<file path="src/rtl/ct_f_spsram_pkg.sv">
// Shared sizing, FSM encoding and write-enable helper for the 64x108 single-port SRAM controller.
package ct_f_spsram_pkg;

   localparam int ADDR_WIDTH = 6;
   localparam int BANK_WIDTH = 27;
   localparam int NBANK      = 4;
   localparam int DATA_WIDTH = NBANK * BANK_WIDTH;
   localparam int RSP_DEPTH  = 2;

   typedef enum logic [1:0] {
      RST_WAIT = 2'd0,
      INIT     = 2'd1,
      RUN      = 2'd2
   } ctrl_state_e;

   // Replicates each bank enable across its BANK_WIDTH bits (active-high).
   function automatic logic [DATA_WIDTH-1:0] expand_be(input logic [NBANK-1:0] be);
      logic [DATA_WIDTH-1:0] r;
      r = '0;
      for (int i = 0; i < NBANK; i++) begin
         r[i*BANK_WIDTH +: BANK_WIDTH] = {BANK_WIDTH{be[i]}};
      end
      return r;
   endfunction

endpackage

</file>
<file path="src/rtl/ct_f_spsram_rsp_fifo.sv">
// Two-entry shift-style response FIFO; entry 0 is always the head.
module ct_f_spsram_rsp_fifo
   import ct_f_spsram_pkg::*;
(
   input  logic                  CLK,
   input  logic                  RST,
   input  logic                  push,
   input  logic                  pop,
   input  logic [DATA_WIDTH-1:0] din,
   output logic [DATA_WIDTH-1:0] dout,
   output logic [1:0]            count,
   output logic                  full,
   output logic                  empty
);

   logic [DATA_WIDTH-1:0] ent0;
   logic [DATA_WIDTH-1:0] ent1;
   logic                  do_push;
   logic                  do_pop;

   assign full    = (count == 2'd2);
   assign empty   = (count == 2'd0);
   assign do_pop  = pop && !empty;
   assign do_push = push && (!full || do_pop);
   assign dout    = ent0;

   // Popping the last entry leaves ent0 untouched, so dout holds the last value while empty.
   always_ff @(posedge CLK or posedge RST) begin
      if (RST) begin
         count <= 2'd0;
         ent0  <= '0;
         ent1  <= '0;
      end else begin
         case ({do_push, do_pop})
            2'b10: begin
               if (count == 2'd0) ent0 <= din;
               else               ent1 <= din;
               count <= count + 2'd1;
            end
            2'b01: begin
               if (count == 2'd2) ent0 <= ent1;
               count <= count - 2'd1;
            end
            2'b11: begin
               if (count == 2'd1) begin
                  ent0 <= din;
               end else begin
                  ent0 <= ent1;
                  ent1 <= din;
               end
            end
            default: ;
         endcase
      end
   end

endmodule

</file>
<file path="src/rtl/ct_f_spsram_64x108_ctrl.sv">
// Request-side controller for the 64x108 single-port SRAM: zero-fill after reset, then
// one read or write per cycle with in-order read data through a 2-entry response buffer.
//
//   state    | meaning
//   ---------+----------------------------------------------------------
//   RST_WAIT | reset just released, SRAM idle
//   INIT     | writing zero to address init_cnt, one word per cycle
//   RUN      | serving requests; terminal until next RST
module ct_f_spsram_64x108_ctrl
   import ct_f_spsram_pkg::*;
(
   input  logic                  CLK,
   input  logic                  RST,
   output logic                  init_done,
   input  logic                  req_valid,
   output logic                  req_ready,
   input  logic                  req_wr,
   input  logic [ADDR_WIDTH-1:0] req_addr,
   input  logic [DATA_WIDTH-1:0] req_wdata,
   input  logic [NBANK-1:0]      req_be,
   output logic                  rsp_valid,
   input  logic                  rsp_ready,
   output logic [DATA_WIDTH-1:0] rsp_rdata,
   output logic [ADDR_WIDTH-1:0] A,
   output logic                  CEN,
   output logic                  GWEN,
   output logic [DATA_WIDTH-1:0] WEN,
   output logic [DATA_WIDTH-1:0] D,
   input  logic [DATA_WIDTH-1:0] Q
);

   localparam logic [ADDR_WIDTH-1:0] INIT_LAST = '1;

   ctrl_state_e           state;
   ctrl_state_e           state_nxt;
   logic [ADDR_WIDTH-1:0] init_cnt;
   logic                  inflight;
   logic                  acc;
   logic                  rsp_pop;
   logic [1:0]            rsp_cnt;
   logic                  rsp_empty;
   logic                  rsp_full_unused;
   logic [2:0]            credit_used;

   assign acc       = req_valid && req_ready;
   assign rsp_pop   = rsp_valid && rsp_ready;
   assign rsp_valid = !rsp_empty;
   assign init_done = (state == RUN);

   // A pop this cycle frees its slot in time for a read accepted now, which keeps
   // back-to-back reads at one per cycle while the consumer is draining.
   assign credit_used = {1'b0, rsp_cnt} + {2'b0, inflight} - {2'b0, rsp_pop};
   assign req_ready   = (state == RUN) && (req_wr || (credit_used < 3'(RSP_DEPTH)));

   always_ff @(posedge CLK or posedge RST) begin
      if (RST) begin
         state    <= RST_WAIT;
         init_cnt <= '0;
         inflight <= 1'b0;
      end else begin
         state    <= state_nxt;
         inflight <= acc && !req_wr;
         if (state == INIT) init_cnt <= init_cnt + 1'b1;
      end
   end

   always_comb begin
      state_nxt = state;
      CEN       = 1'b1;
      GWEN      = 1'b1;
      WEN       = '1;
      A         = '0;
      D         = '0;
      case (state)
         RST_WAIT: state_nxt = INIT;
         INIT: begin
            CEN  = 1'b0;
            GWEN = 1'b0;
            WEN  = '0;
            A    = init_cnt;
            if (init_cnt == INIT_LAST) state_nxt = RUN;
         end
         RUN: begin
            CEN  = !acc;
            GWEN = !(acc && req_wr);
            A    = req_addr;
            D    = req_wdata;
            WEN  = req_wr ? ~expand_be(req_be) : '1;
         end
         default: state_nxt = RST_WAIT;
      endcase
   end

   ct_f_spsram_rsp_fifo u_rsp_fifo (
      .CLK   (CLK),
      .RST   (RST),
      .push  (inflight),
      .pop   (rsp_pop),
      .din   (Q),
      .dout  (rsp_rdata),
      .count (rsp_cnt),
      .full  (rsp_full_unused),
      .empty (rsp_empty)
   );

endmodule

</file>
<file path="config.mk">
export PLATFORM = sky130hd
export DESIGN_NAME = ct_f_spsram_64x108_ctrl
export DESIGN_NICKNAME = d
export VERILOG_FILES = /design/src/rtl/ct_f_spsram_pkg.sv /design/src/rtl/ct_f_spsram_rsp_fifo.sv /design/src/rtl/ct_f_spsram_64x108_ctrl.sv
export SDC_FILE = /design/constraint.sdc
export NUM_CORES = 1
export LEC_CHECK = 0
export BUFFER_PORTS_ARGS = -buffer_cell sky130_fd_sc_hd__buf_2
export CAP_MARGIN = 0
export CORE_AREA = 2 2 222 224
export DETAILED_ROUTE_END_ITERATION = 7
export DIE_AREA = 0 0 224 226
export PLACE_DENSITY = 0.47
export SLEW_MARGIN = 0
export SYNTH_ARGS = -nofsm -noshare
export SYNTH_HDL_FRONTEND = slang
export SYNTH_HIERARCHICAL = 1
export SYNTH_SLANG_ARGS = --single-unit
</file>
<file path="constraint.sdc">
create_clock -name CLK -period 12.9 [get_ports CLK]
set_input_delay 2.58 -clock CLK [delete_from_list [all_inputs] [get_ports CLK]]
set_output_delay 2.58 -clock CLK [all_outputs]
set_load 0.005 [all_outputs]
</file>
== Word-level counts from Yosys, hierarchy flattened ==
Cells that the tools add are included.
Operators by class
  $add $sub $neg: 5
  $lt $le $gt $ge: 1
  equal/unequal tests: 13
  muxes and demuxes: 16
  bitwise operators: 2
  reductions and logical operators: 22
Operators by type and width (count)
  2-to-1 mux 108 bit: 7
  case mux 108 bit (2 select lines): 2
  case mux 108 bit (3 select lines): 1
  NOT 108 bit: 1
  case mux 6 bit (2 select lines): 1
  == test 2 bit, second input constant: 4
  logical AND 1 bit: 7
  adder 6 x 1 -> 6 bit, second input constant: 1
  == test 2 x 1 -> 1 bit, second input constant: 3
  == test 6 bit, second input constant: 1
  != test 2 x 1 -> 1 bit, second input constant: 3
  case mux 2 bit (3 select lines): 1
  AND reduction 3 bit: 2
  logical NOT 1 bit: 5
  logical NOT 2 bit: 2
  != test 2 bit, second input constant: 2
  case mux 1 bit (2 select lines): 2
  case mux 2 bit (2 select lines): 1
  nonzero test 2 bit: 2
  adder 2 x 1 -> 3 bit: 1
  < comparator 3 x 2 -> 1 bit, second input constant: 1
  nonzero test 3 bit: 1
  subtractor 3 x 1 -> 3 bit: 1
  adder 2 x 1 -> 2 bit, second input constant: 1
  other kinds (5): 6
Storage, ports and cells
  register bits after elaboration: 227
  input port bits: 231
  output and inout bits: 335
  word-level logic and storage cells: 65

== Depth between registers and ports, before layout ==
  word-level depth: 11
  gate-level depth with buffers: 10
  depth with buffers taken out: 9

== By module ==
The synthesis kept the hierarchy.
Modules (own cells, without submodules)
  ct_f_spsram_rsp_fifo: times used 1, cells each 875, area an instance 9718.1 µm²
  ct_f_spsram_64x108_ctrl: times used 1, cells each 301, area an instance 2205.9 µm²

== Least setup slack after synthesis ==
No wires, ideal clock.
  path kind: input to output
  start point: in req_wr
  end point: out WEN[100]
  arrival: 4.111 ns
  required time: 10.320 ns
  setup slack: 6.209 ns
  stages: 3
  path through: and2_1 > a21oi_1 > buf_4
On the way
  word-level cells in the longest chain between the ends: 2
RTL lines
  start: declaration: line ct_f_spsram_64x108_ctrl.sv:17  | input logic req_wr,
  2-to-1 mux 108 bit: line ct_f_spsram_64x108_ctrl.sv:88  | WEN = req_wr ? ~expand_be(req_be) : '1;
  case mux 108 bit (2 select lines): line ct_f_spsram_64x108_ctrl.sv:74  | case (state)
  end: declaration: line ct_f_spsram_64x108_ctrl.sv:27  | output logic [DATA_WIDTH-1:0] WEN,
No other way between the ends.

== Final worst setup path ==
  start point: in rsp_ready
  end point: out CEN
On the way
  word-level cells in the longest chain between the ends: 8
RTL lines
  start: declaration: line ct_f_spsram_64x108_ctrl.sv:22  | input logic rsp_ready,
  logical AND 1 bit: line ct_f_spsram_64x108_ctrl.sv:46  | assign rsp_pop = rsp_valid && rsp_ready;
  via rsp_pop: line ct_f_spsram_64x108_ctrl.sv:39  | logic rsp_pop;
  subtractor 3 x 1 -> 3 bit: line ct_f_spsram_64x108_ctrl.sv:52  | assign credit_used = {1'b0, rsp_cnt} + {2'b0, inflight} - {2'b0, rsp_pop};
  < comparator 3 x 2 -> 1 bit: line ct_f_spsram_64x108_ctrl.sv:53  | assign req_ready = (state == RUN) && (req_wr || (credit_used < 3'(RSP_DEPTH)));
  logical OR 1 bit: line ct_f_spsram_64x108_ctrl.sv:53
  logical AND 1 bit: line ct_f_spsram_64x108_ctrl.sv:53
  logical AND 1 bit: line ct_f_spsram_64x108_ctrl.sv:45  | assign acc = req_valid && req_ready;
  logical NOT 1 bit: line ct_f_spsram_64x108_ctrl.sv:84  | CEN = !acc;
  case mux 1 bit (2 select lines): line ct_f_spsram_64x108_ctrl.sv:74
  end: declaration: line ct_f_spsram_64x108_ctrl.sv:25  | output logic CEN,
The timed path passes the listed nets, and every way through them passes these cells.

==> impl_metrics.ini <==
[run_status]
outcome = finished clean

[critical_path]
setup.worst_path.start_class = input port
critical_path_class = in -> out
critical_path_required_ns = 10.32
crit_arrival_ns = 4.65
critical_path_peak_fanout = 5
endpoint_kind = output pin

[synthesis]
yosys_register_bits = 227
synth.cell_area_um2 = 11900
synth-edff-count = 0
post_synth_num_cell_types = 41
yosys.area.top_type = dfrtp_1
synthesis.nets = 1417
postSynth.asyncResetShare_pct = 100
sequential_share_of_the_synthesized_area_pct = 47.6
post_synth_main_area_contributors = dfrtp_1, mux2_2, buf_4
post_synth_inst_count = 1176
synthesis.yosys.warnings = 6
synth_top_area_share_pct = 47.6
synthesis.area_per_instance_um2 = 10.1
synth_ff_type = dfrtp_1

[cells_and_area]
layout.cells.most_common = buf_2
nets = 1814
fillers = 5126
post-route-util_pct = 31.8
share_of_layout_cells_above_drive_strength_1_pct = 47.9
commonest_cells_after_routing_fill_and_taps_aside = buf_2, dfrtp_1, a21oi_1
flow.area_growth_from_synthesis_pct = 29.0

[sta]
slew_headroom_pct = 20.1
worst_slew_pin_slew_ns = 1.20
fmax_ghz = 0.138
final_period_minus_worst_setup_slack_ns = 7.23
finalSetupViolations = 0
fin_tns_setup_ns = 0
unrepaired_setup_endpoints_after_global_routing = false
post_route_skew_ns = 0.0239
final-max-slew-violation-count = 0
finalHoldViolCount = 0
finalCritPeriodShare_pct = 56.1

[cts]
cts_resized = 0
numCtsBuffers = 28
hold_buffers = 0
post-cts-setup-buffers = 0
clockRootBuffer = clkbuf_16
clock_tree.htree_level_count = 1
cts_buffer_depth = 3
clk_pin_slew_ns = 0.06
clkLatencyLatePin_ns = 0.56
tritoncts_num_sinks = 227
tritoncts_clock_tree = done

[place]
dp_hpwl_mm = 34.8
routabilityCongestion = 0.975
number_of_port_buffers = 565

[power]
pwr-share-clk_pct = 29.0
ir_drop_uv = 104
switchingPower_w = 0.00100
pwr-share-comb_pct = 34.2
powerDensity_nw_per_um2 = 176
seq_power_share_pct = 36.8
power.switching_fraction_pct = 36.9
internal_power_w = 0.00171
cellLeakagePower_nw = 7.76

[global_route]
grt.overflow.total = 0
grt_first_pass_wirelength_mm = 71.5
grt_pass1_vias = 10300
grt_start_max_net_pins = 109
track_usage_pct = 18.8
grt_antenna_before_repair = 26

[worst_hold_path]
worst_hold_check_path_type = reg -> reg

[floorplan]
total_die_area_um2 = 50600
fp.coreArea_um2 = 48300
core.rowCount = 81
start_util_pct = 24.7
design.portCount = 566
die-height_um = 226
chipWidth_um = 224

[detailed_routing]
drt-initial-drc-count = 659
route.layer.met1.wl_mm = 21.8
vias = 10700
drt_first_pass_iters = 5
wirelength_mm = 50.1
detailroute.wirelength.met2_mm = 22.2
maxUsedRoutingLayer = met5
antenna_violating_nets_post_route = 0
drt_via_density = 4.80
wl_met3_mm = 4.64
wl_per_cell_um = 22.4
drc = 0

[job]
max-cap-violations = 0
==> layout make-up <==
cell class | instances | area, um^2 | area share, %
inverters | 10 | 45.0 | 0.293
flip-flops and latches | 227 | 5680 | 36.9
clock inverters | 11 | 98.8 | 0.643
well taps | 622 | 778 | 5.06
diodes | 14 | 35.0 | 0.228
repair buffers | 580 | 2940 | 19.1
multi-input cells | 726 | 4980 | 32.4
clock buffers | 41 | 820 | 5.33
==> final timing paths <==
path	from	endpoint	slack, ns	depth (start not counted)
max reg2reg	u_rsp_fifo/count[1]	u_rsp_fifo/ent1[18]	8.65	8
max in group asynchronous	RST	u_rsp_fifo/ent1[21]	8.51	4
min	u_rsp_fifo/ent1[80]	u_rsp_fifo/ent1[80]	0.50	1
min in group asynchronous	RST	u_rsp_fifo/ent1[86]	2.06	2
max	rsp_ready	CEN	5.67	8
min reg2reg	u_rsp_fifo/ent1[80]	u_rsp_fifo/ent1[80]	0.50	1
==> power by group through the flow <==
stage | clock network [W] | registers (W) | logic [W]
floorplan | 0 | 0.00101 | 0.000511
global placement | 0 | 0.00100 | 0.000930
detailed placement | 0 | 0.00101 | 0.000943
CTS | 0.000812 | 0.000999 | 0.000941
global route | 0.000834 | 0.00102 | 0.00103
finish | 0.000785 | 0.000998 | 0.000927
==> cell usage after synthesis (2+ instances only) <==
cell type / n
nand3_1: 109
nor2b_1: 10
o21ai_0: 106
o21ai_1: 2
mux2_2: 106
nand2_1: 7
a31oi_1: 89
nand4_1: 2
buf_2: 26
buf_4: 111
a31oi_2: 20
a21oi_1: 114
inv_1: 10
xnor2_1: 5
mux2_1: 4
buf_6: 6
dfrtp_1: 227
and2_1: 113
xor2_1: 2
buf_1: 3
ha_1: 9
clkbuf_1: 67
a22oi_1: 6
nand2b_1: 3
nor2_1: 2
mux2i_1: 2
==> cell families (layout without fill, tap and decap cells) <==
family / count (synthesis) / after routing / synth area share (%)
adders and majority gates: 10 / 10 / 1.11
other: 0 / 14 / 0
muxes: 112 / 112 / 10.6
and+or+nand+nor: 254 / 254 / 12.1
AOI/OAI and AO/OA: 343 / 343 / 16.9
buffers and inverters: 223 / 642 / 11.2
DFF: 227 / 227 / 47.6
xor gates and xnor gates: 7 / 7 / 0.514
==> metrics by stage <==
stage / hold slack [ns] / std cells / worst slack [ns] / total power (W) / instance area [um^2]
6_report: 0.499 / 2231 / 5.67 / 0.00271 / 15400
5_1_grt: 0.511 / 2219 / 5.49 / 0.00289 / 15300
4_1_cts: 0.502 / 2217 / 5.62 / 0.00275 / 15300
3_5_place_dp: 0.485 / 2165 / 5.61 / 0.00195 / 14400
3_3_place_gp: 0.475 / 2165 / 5.61 / 0.00193 / 14400
2_1_floorplan: 0.464 / 1176 / 4.36 / 0.00153 / 11900
==> routing by layer <==
metal,track usage (%),vias up
met5,0,-
met4,4.67,32
met2,28.5,395
met1,25.2,5292
met3,7.25,84
li1,-,4896
==> critical path, cell delays in order <==
cell	delay, ns
buf_2	0.10
nor2b_1	0.48
ha_1	0.33
nor2b_1	0.13
fa_1	0.44
o21bai_1	0.29
a31oi_1	0.12
buf_2	0.16
==> sequential cells by signal, indices dropped and copies added (netlist names) <==
name,flops
u_rsp_fifo/dout,108
u_rsp_fifo/ent1,108
init_cnt,6
state,2
u_rsp_fifo/count,2
inflight,1
Note: power is estimated with default switching activity, not from simulation.
